**config.mk**
```make
export PLATFORM = sky130hd
export DESIGN_NAME = dda_multiaxis_timer_flat
export DESIGN_NICKNAME = d
export VERILOG_FILES = /design/src/rtl/dda_multiaxis_timer_if.sv /design/src/rtl/dda_multiaxis_timer.sv /design/src/flat_wrapper.sv
export SDC_FILE = /design/constraint.sdc
export NUM_CORES = 2
export LEC_CHECK = 0
export ABC_CLOCK_PERIOD_IN_PS = 23500
export CORE_MARGIN = 10
export CORE_UTILIZATION = 40
export CTS_BUF_LIST = sky130_fd_sc_hd__clkbuf_2
export CTS_CLUSTER_DIAMETER = 120
export CTS_CLUSTER_SIZE = 12
export DETAILED_ROUTE_END_ITERATION = 8
export GPL_TIMING_DRIVEN = 0
export SYNTH_ARGS = -nofsm -noshare
export SYNTH_HDL_FRONTEND = slang
export SYNTH_SLANG_ARGS = --single-unit
```
**constraint.sdc**
```tcl
create_clock -name CLK -period 23.5 [get_ports CLK]
set_input_delay 2.35 -clock CLK [delete_from_list [all_inputs] [get_ports CLK]]
set_output_delay 2.35 -clock CLK [all_outputs]
set_load 0.1 [all_outputs]
```
**src/rtl/dda_multiaxis_timer_if.sv**
```systemverilog
// Move-buffer interface between the SPI move-buffer state machine (master)
// and the DDA step timer (slave).
//   clock_divisor       tick period minus one, in CLK cycles
//   move_duration       ticks-1 of the slot being loaded
//   increment           packed signed start velocities, axis i at [i*ACC_W +: ACC_W]
//   incrementincrement  packed signed per-tick velocity deltas, same packing
//   stepready           writer toggle per slot
//   stepfinished        timer toggle per slot; a slot is pending while the bits differ
//   moveind             slot the timer is loading or executing
//   writemoveind        writer cursor, adopted by the timer on halt
//   halt                active-low abort
interface dda_multiaxis_timer_if #(
  parameter int NUM_AXES = 3,
  parameter int DEPTH    = 2,
  parameter int ACC_W    = 64,
  parameter int DUR_W    = 64,
  parameter int IDX_W    = (DEPTH > 1) ? $clog2(DEPTH) : 1
);
  logic [7:0]                clock_divisor;
  logic [DUR_W-1:0]          move_duration;
  logic [NUM_AXES*ACC_W-1:0] increment;
  logic [NUM_AXES*ACC_W-1:0] incrementincrement;
  logic [DEPTH-1:0]          stepready;
  logic [DEPTH-1:0]          stepfinished;
  logic [IDX_W-1:0]          moveind;
  logic [IDX_W-1:0]          writemoveind;
  logic                      halt;

  modport master (
    output clock_divisor, move_duration, increment, incrementincrement,
           stepready, writemoveind, halt,
    input  stepfinished, moveind
  );

  modport slave (
    input  clock_divisor, move_duration, increment, incrementincrement,
           stepready, writemoveind, halt,
    output stepfinished, moveind
  );
endinterface

```
**src/rtl/dda_multiaxis_timer.sv**
```systemverilog
// Multi-axis DDA step generator driven from a ring of move slots.
// Each move runs NUM_AXES DDA channels for move_duration+1 ticks; each channel
// emits a one-cycle step pulse plus a held direction bit.
//   CLK        system clock
//   reset      synchronous, active-high
//   bus        move-buffer interface (slave side)
//   step       one-cycle step pulse per axis
//   dir        1 = forward, held until the axis steps again
//   move_done  one-cycle pulse when a slot completes
//   busy       high while loading or running a move
//
// state  | meaning
// S_IDLE | waiting for slot moveind to become pending
// S_LOAD | one cycle: latch duration, velocities, deltas and divider
// S_RUN  | dividing CLK into ticks and stepping the DDA channels
module dda_multiaxis_timer #(
  parameter int NUM_AXES = 3,
  parameter int DEPTH    = 2,
  parameter int ACC_W    = 64,
  parameter int DUR_W    = 64,
  parameter int IDX_W    = (DEPTH > 1) ? $clog2(DEPTH) : 1
) (
  input  logic                  CLK,
  input  logic                  reset,
  dda_multiaxis_timer_if.slave  bus,
  output logic [NUM_AXES-1:0]   step,
  output logic [NUM_AXES-1:0]   dir,
  output logic                  move_done,
  output logic                  busy
);

  // Thresholds are kept one bit wider than the accumulator so acc+vel never wraps.
  localparam logic signed [ACC_W:0] C_T    = {2'b00, 1'b1, {(ACC_W-2){1'b0}}};
  localparam logic signed [ACC_W:0] C_ONE  = {{ACC_W{1'b0}}, 1'b1};
  localparam logic signed [ACC_W:0] C_2T   = C_T + C_T;
  localparam logic signed [ACC_W:0] C_NT   = -C_T;
  localparam logic signed [ACC_W:0] C_VMAX = C_T - C_ONE;
  localparam logic signed [ACC_W:0] C_VMIN = -C_VMAX;

  typedef enum logic [1:0] {S_IDLE, S_LOAD, S_RUN} state_t;

  state_t r_state, w_state_nxt;

  logic [DEPTH-1:0]          r_stepfinished;
  logic [IDX_W-1:0]          r_moveind;
  logic [DUR_W-1:0]          r_tickdown;
  logic [7:0]                r_clkaccum;
  logic signed [ACC_W-1:0]   r_acc    [NUM_AXES];
  logic signed [ACC_W-1:0]   r_vel    [NUM_AXES];
  logic signed [ACC_W-1:0]   r_incinc [NUM_AXES];
  logic [NUM_AXES-1:0]       r_step;
  logic [NUM_AXES-1:0]       r_dir;
  logic                      r_move_done;

  logic                      w_pending;
  logic                      w_tick;
  logic                      w_last_tick;
  logic [IDX_W-1:0]          w_moveind_inc;
  logic signed [ACC_W:0]     w_sum    [NUM_AXES];
  logic signed [ACC_W:0]     w_wrap   [NUM_AXES];
  logic signed [ACC_W:0]     w_vsum   [NUM_AXES];
  logic signed [ACC_W:0]     w_vsat   [NUM_AXES];
  logic signed [ACC_W-1:0]   w_acc_nxt[NUM_AXES];
  logic signed [ACC_W-1:0]   w_vel_nxt[NUM_AXES];
  logic [NUM_AXES-1:0]       w_step_nxt;
  logic [NUM_AXES-1:0]       w_dir_nxt;

  function automatic logic signed [ACC_W:0] sext(input logic [ACC_W-1:0] x);
    return $signed({x[ACC_W-1], x});
  endfunction

  // A cursor parked beyond the last slot (possible via halt when DEPTH is not
  // a power of two) never reports a pending slot.
  always_comb begin
    w_pending = 1'b0;
    if (int'(r_moveind) < DEPTH)
      w_pending = (r_stepfinished[r_moveind] != bus.stepready[r_moveind]);
    w_moveind_inc = (int'(r_moveind) == DEPTH - 1) ? '0 : r_moveind + 1'b1;
    w_tick        = (r_state == S_RUN) && (r_clkaccum == 8'd0);
    w_last_tick   = w_tick && (r_tickdown == '0);
  end

  always_comb begin
    for (int i = 0; i < NUM_AXES; i++) begin
      w_sum[i]      = sext(r_acc[i]) + sext(r_vel[i]);
      w_wrap[i]     = w_sum[i];
      w_step_nxt[i] = 1'b0;
      w_dir_nxt[i]  = r_dir[i];
      if (w_sum[i] >= C_T) begin
        w_wrap[i]     = w_sum[i] - C_2T;
        w_step_nxt[i] = 1'b1;
        w_dir_nxt[i]  = 1'b1;
      end else if (w_sum[i] < C_NT) begin
        w_wrap[i]     = w_sum[i] + C_2T;
        w_step_nxt[i] = 1'b1;
        w_dir_nxt[i]  = 1'b0;
      end
      w_acc_nxt[i] = w_wrap[i][ACC_W-1:0];

      w_vsum[i] = sext(r_vel[i]) + sext(r_incinc[i]);
      w_vsat[i] = w_vsum[i];
      if (w_vsum[i] > C_VMAX)
        w_vsat[i] = C_VMAX;
      else if (w_vsum[i] < C_VMIN)
        w_vsat[i] = C_VMIN;
      w_vel_nxt[i] = w_vsat[i][ACC_W-1:0];
    end
  end

  always_ff @(posedge CLK) begin
    if (reset)
      r_state <= S_IDLE;
    else
      r_state <= w_state_nxt;
  end

  always_comb begin
    w_state_nxt = r_state;
    busy        = 1'b0;
    case (r_state)
      S_IDLE: if (w_pending) w_state_nxt = S_LOAD;
      S_LOAD: begin
        busy        = 1'b1;
        w_state_nxt = S_RUN;
      end
      S_RUN: begin
        busy = 1'b1;
        if (w_last_tick) w_state_nxt = S_IDLE;
      end
      default: w_state_nxt = S_IDLE;
    endcase
    if (!bus.halt) w_state_nxt = S_IDLE;
  end

  always_ff @(posedge CLK) begin
    if (reset) begin
      r_stepfinished <= '0;
      r_moveind      <= '0;
      r_tickdown     <= '0;
      r_clkaccum     <= '0;
      r_step         <= '0;
      r_dir          <= '0;
      r_move_done    <= 1'b0;
      for (int i = 0; i < NUM_AXES; i++) begin
        r_acc[i]    <= '0;
        r_vel[i]    <= '0;
        r_incinc[i] <= '0;
      end
    end else if (!bus.halt) begin
      // Abort: resynchronise to the writer, keep accumulators and directions.
      r_moveind      <= bus.writemoveind;
      r_stepfinished <= bus.stepready;
      r_step         <= '0;
      r_move_done    <= 1'b0;
    end else begin
      r_step      <= '0;
      r_move_done <= 1'b0;
      case (r_state)
        S_LOAD: begin
          r_tickdown <= bus.move_duration;
          r_clkaccum <= bus.clock_divisor;
          for (int i = 0; i < NUM_AXES; i++) begin
            r_vel[i]    <= bus.increment[i*ACC_W +: ACC_W];
            r_incinc[i] <= bus.incrementincrement[i*ACC_W +: ACC_W];
          end
        end
        S_RUN: begin
          if (w_tick) begin
            r_clkaccum <= bus.clock_divisor;
            r_tickdown <= r_tickdown - 1'b1;
            r_step     <= w_step_nxt;
            r_dir      <= w_dir_nxt;
            for (int i = 0; i < NUM_AXES; i++) begin
              r_acc[i] <= w_acc_nxt[i];
              r_vel[i] <= w_vel_nxt[i];
            end
            if (w_last_tick) begin
              r_stepfinished[r_moveind] <= ~r_stepfinished[r_moveind];
              r_moveind                 <= w_moveind_inc;
              r_move_done               <= 1'b1;
            end
          end else begin
            r_clkaccum <= r_clkaccum - 1'b1;
          end
        end
        default: ;
      endcase
    end
  end

  assign bus.stepfinished = r_stepfinished;
  assign bus.moveind      = r_moveind;
  assign step             = r_step;
  assign dir              = r_dir;
  assign move_done        = r_move_done;

endmodule

```
**src/flat_wrapper.sv**
```systemverilog
// flat-port wrapper written by rule: the top's interface ports become plain ports
module dda_multiaxis_timer_flat 
#(
  parameter int NUM_AXES = 3,
  parameter int DEPTH    = 2,
  parameter int ACC_W    = 64,
  parameter int DUR_W    = 64,
  parameter int IDX_W    = (DEPTH > 1) ? $clog2(DEPTH) : 1
)
  (CLK, reset, step, dir, move_done, busy, bus_clock_divisor, bus_move_duration, bus_increment, bus_incrementincrement, bus_stepready, bus_writemoveind, bus_halt, bus_stepfinished, bus_moveind);
  dda_multiaxis_timer_if #(.NUM_AXES(NUM_AXES), .DEPTH(DEPTH), .ACC_W(ACC_W), .DUR_W(DUR_W), .IDX_W(IDX_W)) bus_i ();
  input  logic CLK;
  input  logic reset;
  output logic [NUM_AXES-1:0] step;
  output logic [NUM_AXES-1:0] dir;
  output logic move_done;
  output logic busy;
  input wire logic [$bits(bus_i.clock_divisor)-1:0] bus_clock_divisor;
  input wire logic [$bits(bus_i.move_duration)-1:0] bus_move_duration;
  input wire logic [$bits(bus_i.increment)-1:0] bus_increment;
  input wire logic [$bits(bus_i.incrementincrement)-1:0] bus_incrementincrement;
  input wire logic [$bits(bus_i.stepready)-1:0] bus_stepready;
  input wire logic [$bits(bus_i.writemoveind)-1:0] bus_writemoveind;
  input wire logic [$bits(bus_i.halt)-1:0] bus_halt;
  output wire logic [$bits(bus_i.stepfinished)-1:0] bus_stepfinished;
  output wire logic [$bits(bus_i.moveind)-1:0] bus_moveind;
  assign bus_i.clock_divisor = bus_clock_divisor;
  assign bus_i.move_duration = bus_move_duration;
  assign bus_i.increment = bus_increment;
  assign bus_i.incrementincrement = bus_incrementincrement;
  assign bus_i.stepready = bus_stepready;
  assign bus_i.writemoveind = bus_writemoveind;
  assign bus_i.halt = bus_halt;
  assign bus_stepfinished = bus_i.stepfinished;
  assign bus_moveind = bus_i.moveind;
  dda_multiaxis_timer #(.NUM_AXES(NUM_AXES), .DEPTH(DEPTH), .ACC_W(ACC_W), .DUR_W(DUR_W), .IDX_W(IDX_W)) u_core (.CLK(CLK), .reset(reset), .bus(bus_i), .step(step), .dir(dir), .move_done(move_done), .busy(busy));
endmodule
```
After elaboration in Yosys (flattened, before gate mapping)
Memory sizes are Yosys's and may differ from the RTL's.
Index checks and enable logic that the tools add are counted.
- $add $sub $neg: 15
- $lt $le $gt $ge: 14
- equal/unequal tests: 9
- multiplexer cells: 72
- bitwise logic cells: 16
- reduce and logical (&&, ||, !) cells: 20
- operator list (cell ; count):
    64-bit two-way mux ; 25
    64-bit by 64-bit adder with 65-bit output ; 6
    65-bit by 63-bit less-than comparator with 1-bit output, second input constant ; 6
    65-bit by 64-bit >= comparator with 1-bit output, second input constant ; 3
    65-bit by 63-bit > comparator with 1-bit output, second input constant ; 3
    64-bit adder, second input constant ; 3
    64-bit subtractor, second input constant ; 3
    64-bit case mux with 2 select lines ; 1
    64-bit logical NOT ; 1
    64-bit by 1-bit subtractor with 64-bit output, second input constant ; 1
    1-bit two-way mux ; 35
    8-bit case mux with 2 select lines ; 1
    2-bit two-way mux ; 6
    2-bit by 1-bit != test with 1-bit output, second input constant ; 6
    1-bit OR ; 12
    4-bit AND reduction ; 3
    8-bit logical NOT ; 1
    8-bit two-way mux ; 1
    2-bit nonzero test ; 4
    8-bit by 1-bit subtractor with 8-bit output, second input constant ; 1
    2-bit case mux with 3 select lines ; 1
    3-bit AND reduction ; 2
    1-bit NOT ; 4
    2-bit AND reduction ; 2
    other kinds (12) ; 15
- register bits: 84
- memory bits (writable): 576
- bits of input ports: 462
- output and inout bits: 11
- logic and storage cells: 159
- memories kept: 3
- memory list (memory ; depth ; bits a word ; read ports ; clocked after Yosys merged registers in ; wr ports ; line ; text):
    u_core.r_acc ; 3 ; 64 ; 3 ; 0 ; 3 ; dda_multiaxis_timer.sv:48 ; logic signed [ACC_W-1:0] r_acc [NUM_AXES];
    u_core.r_incinc ; 3 ; 64 ; 3 ; 0 ; 3 ; dda_multiaxis_timer.sv:50 ; logic signed [ACC_W-1:0] r_incinc [NUM_AXES];
    u_core.r_vel ; 3 ; 64 ; 3 ; 0 ; 3 ; dda_multiaxis_timer.sv:49 ; logic signed [ACC_W-1:0] r_vel [NUM_AXES];

Longest topological paths before layout
- depth after elaboration: 9
- mapped depth: 17
- depth with buffers taken out: 15

Least setup slack after synthesis
No wires, ideal clock.
- path kind: input to register
- start: in bus_halt
- end: mem u_core.r_vel[0][0], enable pin
- setup time: 2008 ps
- data arrival time: 6943 ps
- required time: 21492 ps
- setup slack: 14549 ps
- stages on the path: 3
- path buffers: 1
- path through: clkbuf_1 > nand2_1 > nand3_1
- RTL lines (what ; line ; text):
    start, declared ; flat_wrapper.sv:24 ; input wire logic [$bits(bus_i.halt)-1:0] bus_halt;
    end, declared ; dda_multiaxis_timer.sv:49 ;

==> out/metrics.cfg <==
[floorplan]
die_h_um=376
start_util=0.403
fp.dieW_um=376
core_area_um2=126000
pin_count=473
fp-row-count=130
dieArea_um2=141000

[routing]
viasPerCell=5.95
wl_um=195000
drtPass1Iterations=5
drt-initial-drc-count=4681
drc=0
vias=47382
wl_per_cell_um=24.5
drt.antenna.violating_nets=0

[layout]
fin_nets=7115
num-fill-cells=12354
final_util=0.464
drive_above_1_share=0.0331
layout_commonest_cell=a21oi_1
area_delta_synth_final_pct=15.1
final_cell_mix=730 x a21oi_1, 576 x edfxtp_1, 501 x nor2_1, 472 x clkdlybuf4s50_1, 471 x nand2_1

[sta]
drv_slew=0
fin_skew_ns=0.246
hold_slack_ns=0.507
max_freq_mhz=160
hold_viol=0
slew_headroom=0.0345
setup-tns-final_ns=0
max_slew.worst_pin.slew_ns=1.41
fin_crit_sh=0.265
min_period_ns=6.24
setup_violations=0
grt_setup_unrepaired=no

[power]
p_comb_frac=0.319
total_power_mw=2.83
pwr-share-seq=0.490
p_switching_mw=1.04
power-per-cell-area_nw_per_um2=48.5
peakVddDrop_v=0.0000374
p_leak_nw=23.0
swShare=0.368
p_clk_frac=0.191
internal_power_mw=1.79

[worst_setup_path]
cp-end-kind=flop
max_stage_delay_ns=0.79
path_cells=ha_1 -> fa_1 -> a211oi_1 -> nor3_1 -> o2111a_1 -> o311ai_2 -> a21oi_1 -> or3_1 -> a21oi_1 -> or4b_1 -> nor4_1 -> and4_1 -> or4b_1 -> o41ai_2
cp-start-kind=flop
worstPathMaxFanout=3
path_class=reg -> reg
crit_required_ns=24.78
cp_slowest_cell=nor4_1
crit_arrival_ns=7.52

[cts]
cts-htree-levels=2
cts_buffers=61
clock_path_buffers=3
postCtsSetupRepairBufs=0
cts-hold-fix-buffers=0
clock-root-buffer=clkbuf_2
cts_sinks=660
clkLatencyLatePin_ns=1.55
clk_pin_slew_ns=0.25
tritoncts=yes
cts_resized=0

[global_route]
grt_pass1_vias=45743
grt_util_all_layers=0.262
antenna_found_initial=37
grt_pass1_wl_um=287000
overflow=0
grt_max_degree=63

[synthesis]
synth_area_leaders=edfxtp_1 34%, ha_1 9.6%, a21oi_1 7.2%
syn_avg_cell_area_um2=8.88
yosysTopAreaCellShare=0.341
synth_cells=5709
ys_warn_count=0
yosysUniqueCellTypes=99
yosysSeqAreaShare=0.375
synth_ff_type=edfxtp_1
synth_seq_cells=660
synth_top_area_cell=edfxtp_1
synthesis.area_um2=50700
syn-num-nets=6567
async_reset_ff_frac=0
synth-edff-count=576

[run_status]
outcome=complete, no violations

[min_path]
hold_path.class=reg -> reg

[run]
maxCapViolations=0

[place]
portBuffers=472
gp_congestion=0.970
hpwl_um=156000

==> registers in the layout, indices dropped and copies added, names as in the netlist <==
signal / count
u_core.dir: 3
u_core.r_vel: 192
u_core.r_incinc: 192
u_core.move_done: 1
u_core.r_clkaccum: 8
u_core.r_state: 2
u_core.step: 3
u_core.r_acc: 192
u_core.bus.moveind: 1
u_core.r_tickdown: 64
u_core.bus.stepfinished: 2
==> final timing paths <==
kind | from | endpoint | slack (ns) | depth (start not counted)
max | u_core.r_vel[0][128] | u_core.r_vel[0][128] | 17.26 | 14
min | u_core.r_clkaccum[0] | u_core.r_clkaccum[0] | 0.51 | 2
max reg2reg | u_core.r_vel[0][128] | u_core.r_vel[0][128] | 17.26 | 14
min reg2reg | u_core.r_clkaccum[0] | u_core.r_clkaccum[0] | 0.51 | 2
==> cell usage after synthesis (11+ instances only) <==
master	instances
xnor2_1	182
nand4b_1	14
nand3b_1	12
a31oi_1	52
o311ai_0	11
a21boi_0	22
ha_1	390
a21oi_1	730
a211oi_1	140
a21o_1	215
o211ai_1	35
nor4_1	44
nor2_1	502
o22ai_1	33
buf_2	17
nor3_1	119
a41oi_1	16
and4_1	16
a22oi_1	11
xor2_1	152
nand4_1	105
o31ai_1	30
nand2_1	473
a2111oi_0	16
nand2b_1	46
clkbuf_1	276
and2_1	248
o21ai_0	312
o21bai_1	77
nand3_1	106
or3_1	54
dfxtp_1	84
inv_1	139
a221oi_1	16
or2_2	20
and3_1	33
nor3b_1	14
nor2b_1	49
o21a_1	37
edfxtp_1	576
a221o_1	63
a31o_2	17
==> critical path, delay by kind of cell, from the launching register on <==
kind	cells	cell delay [ns]
AOI/OAI and AO/OA	6	2.08
adders and majority gates	2	0.72
DFF	1	0.47
and+or+nand+nor	6	2.73
==> metrics by stage <==
stage / std cells / instance area, um2 / setup WS [ns]
floorplan: 5709 / 50700 / 14.55
global placement: 7831 / 57500 / 8.98
detailed placement: 7844 / 57800 / 16.83
CTS: 7943 / 58300 / 17.33
global route: 7946 / 58300 / 17.13
finish: 7958 / 58300 / 17.26
==> power by group through the flow <==
stage	logic, mW	registers (mW)	clock network (mW)
detailed placement	0.883	1.41	0
CTS	0.889	1.39	0.563
global placement	0.873	1.43	0
floorplan	0.583	1.40	0
global route	0.984	1.39	0.592
finish	0.903	1.39	0.541
==> logic make-up (layout without fill, tap and decap cells) <==
group                    after synthesis  in the layout  synth area share
AO/OA/AOI/OAI                       1970           1970             0.248
adder cells (fa/ha/maj)              397            397            0.0989
other                                  0             15                 0
multiplexers                          11             11           0.00220
flip-flops                           660            660             0.375
XOR/XNOR                             334            334            0.0577
AND/OR/NAND/NOR                     1895           1895             0.185
buffers and inverters                442           1026            0.0332
==> per-layer routing <==
| metal | up-vias | part of all wire | track usage |
|---|---|---|---|
| met5 | - | 0.0015 | 0 |
| met4 | 44 | 0.031 | 0.0771 |
| met3 | 308 | 0.080 | 0.0513 |
| met2 | 1694 | 0.44 | 0.422 |
| met1 | 22762 | 0.44 | 0.355 |
| li1 | 22574 | - | - |
==> final cells by class <==
type                            instances  area [um2]  share of cell area
Tap cell                             1650        2060              0.0354
Clock inverter                          6        33.8            0.000579
Clock buffer                           93         465             0.00798
Antenna cell                           15        37.5            0.000643
Multi-Input combinational cell       4607       30100               0.515
Inverter                              140         526             0.00901
Timing Repair Buffer                  485        5020              0.0861
Buffer                                302        1160              0.0199
Sequential cell                       660       19000               0.325
No activity file was read; power rests on OpenSTA's default activity.
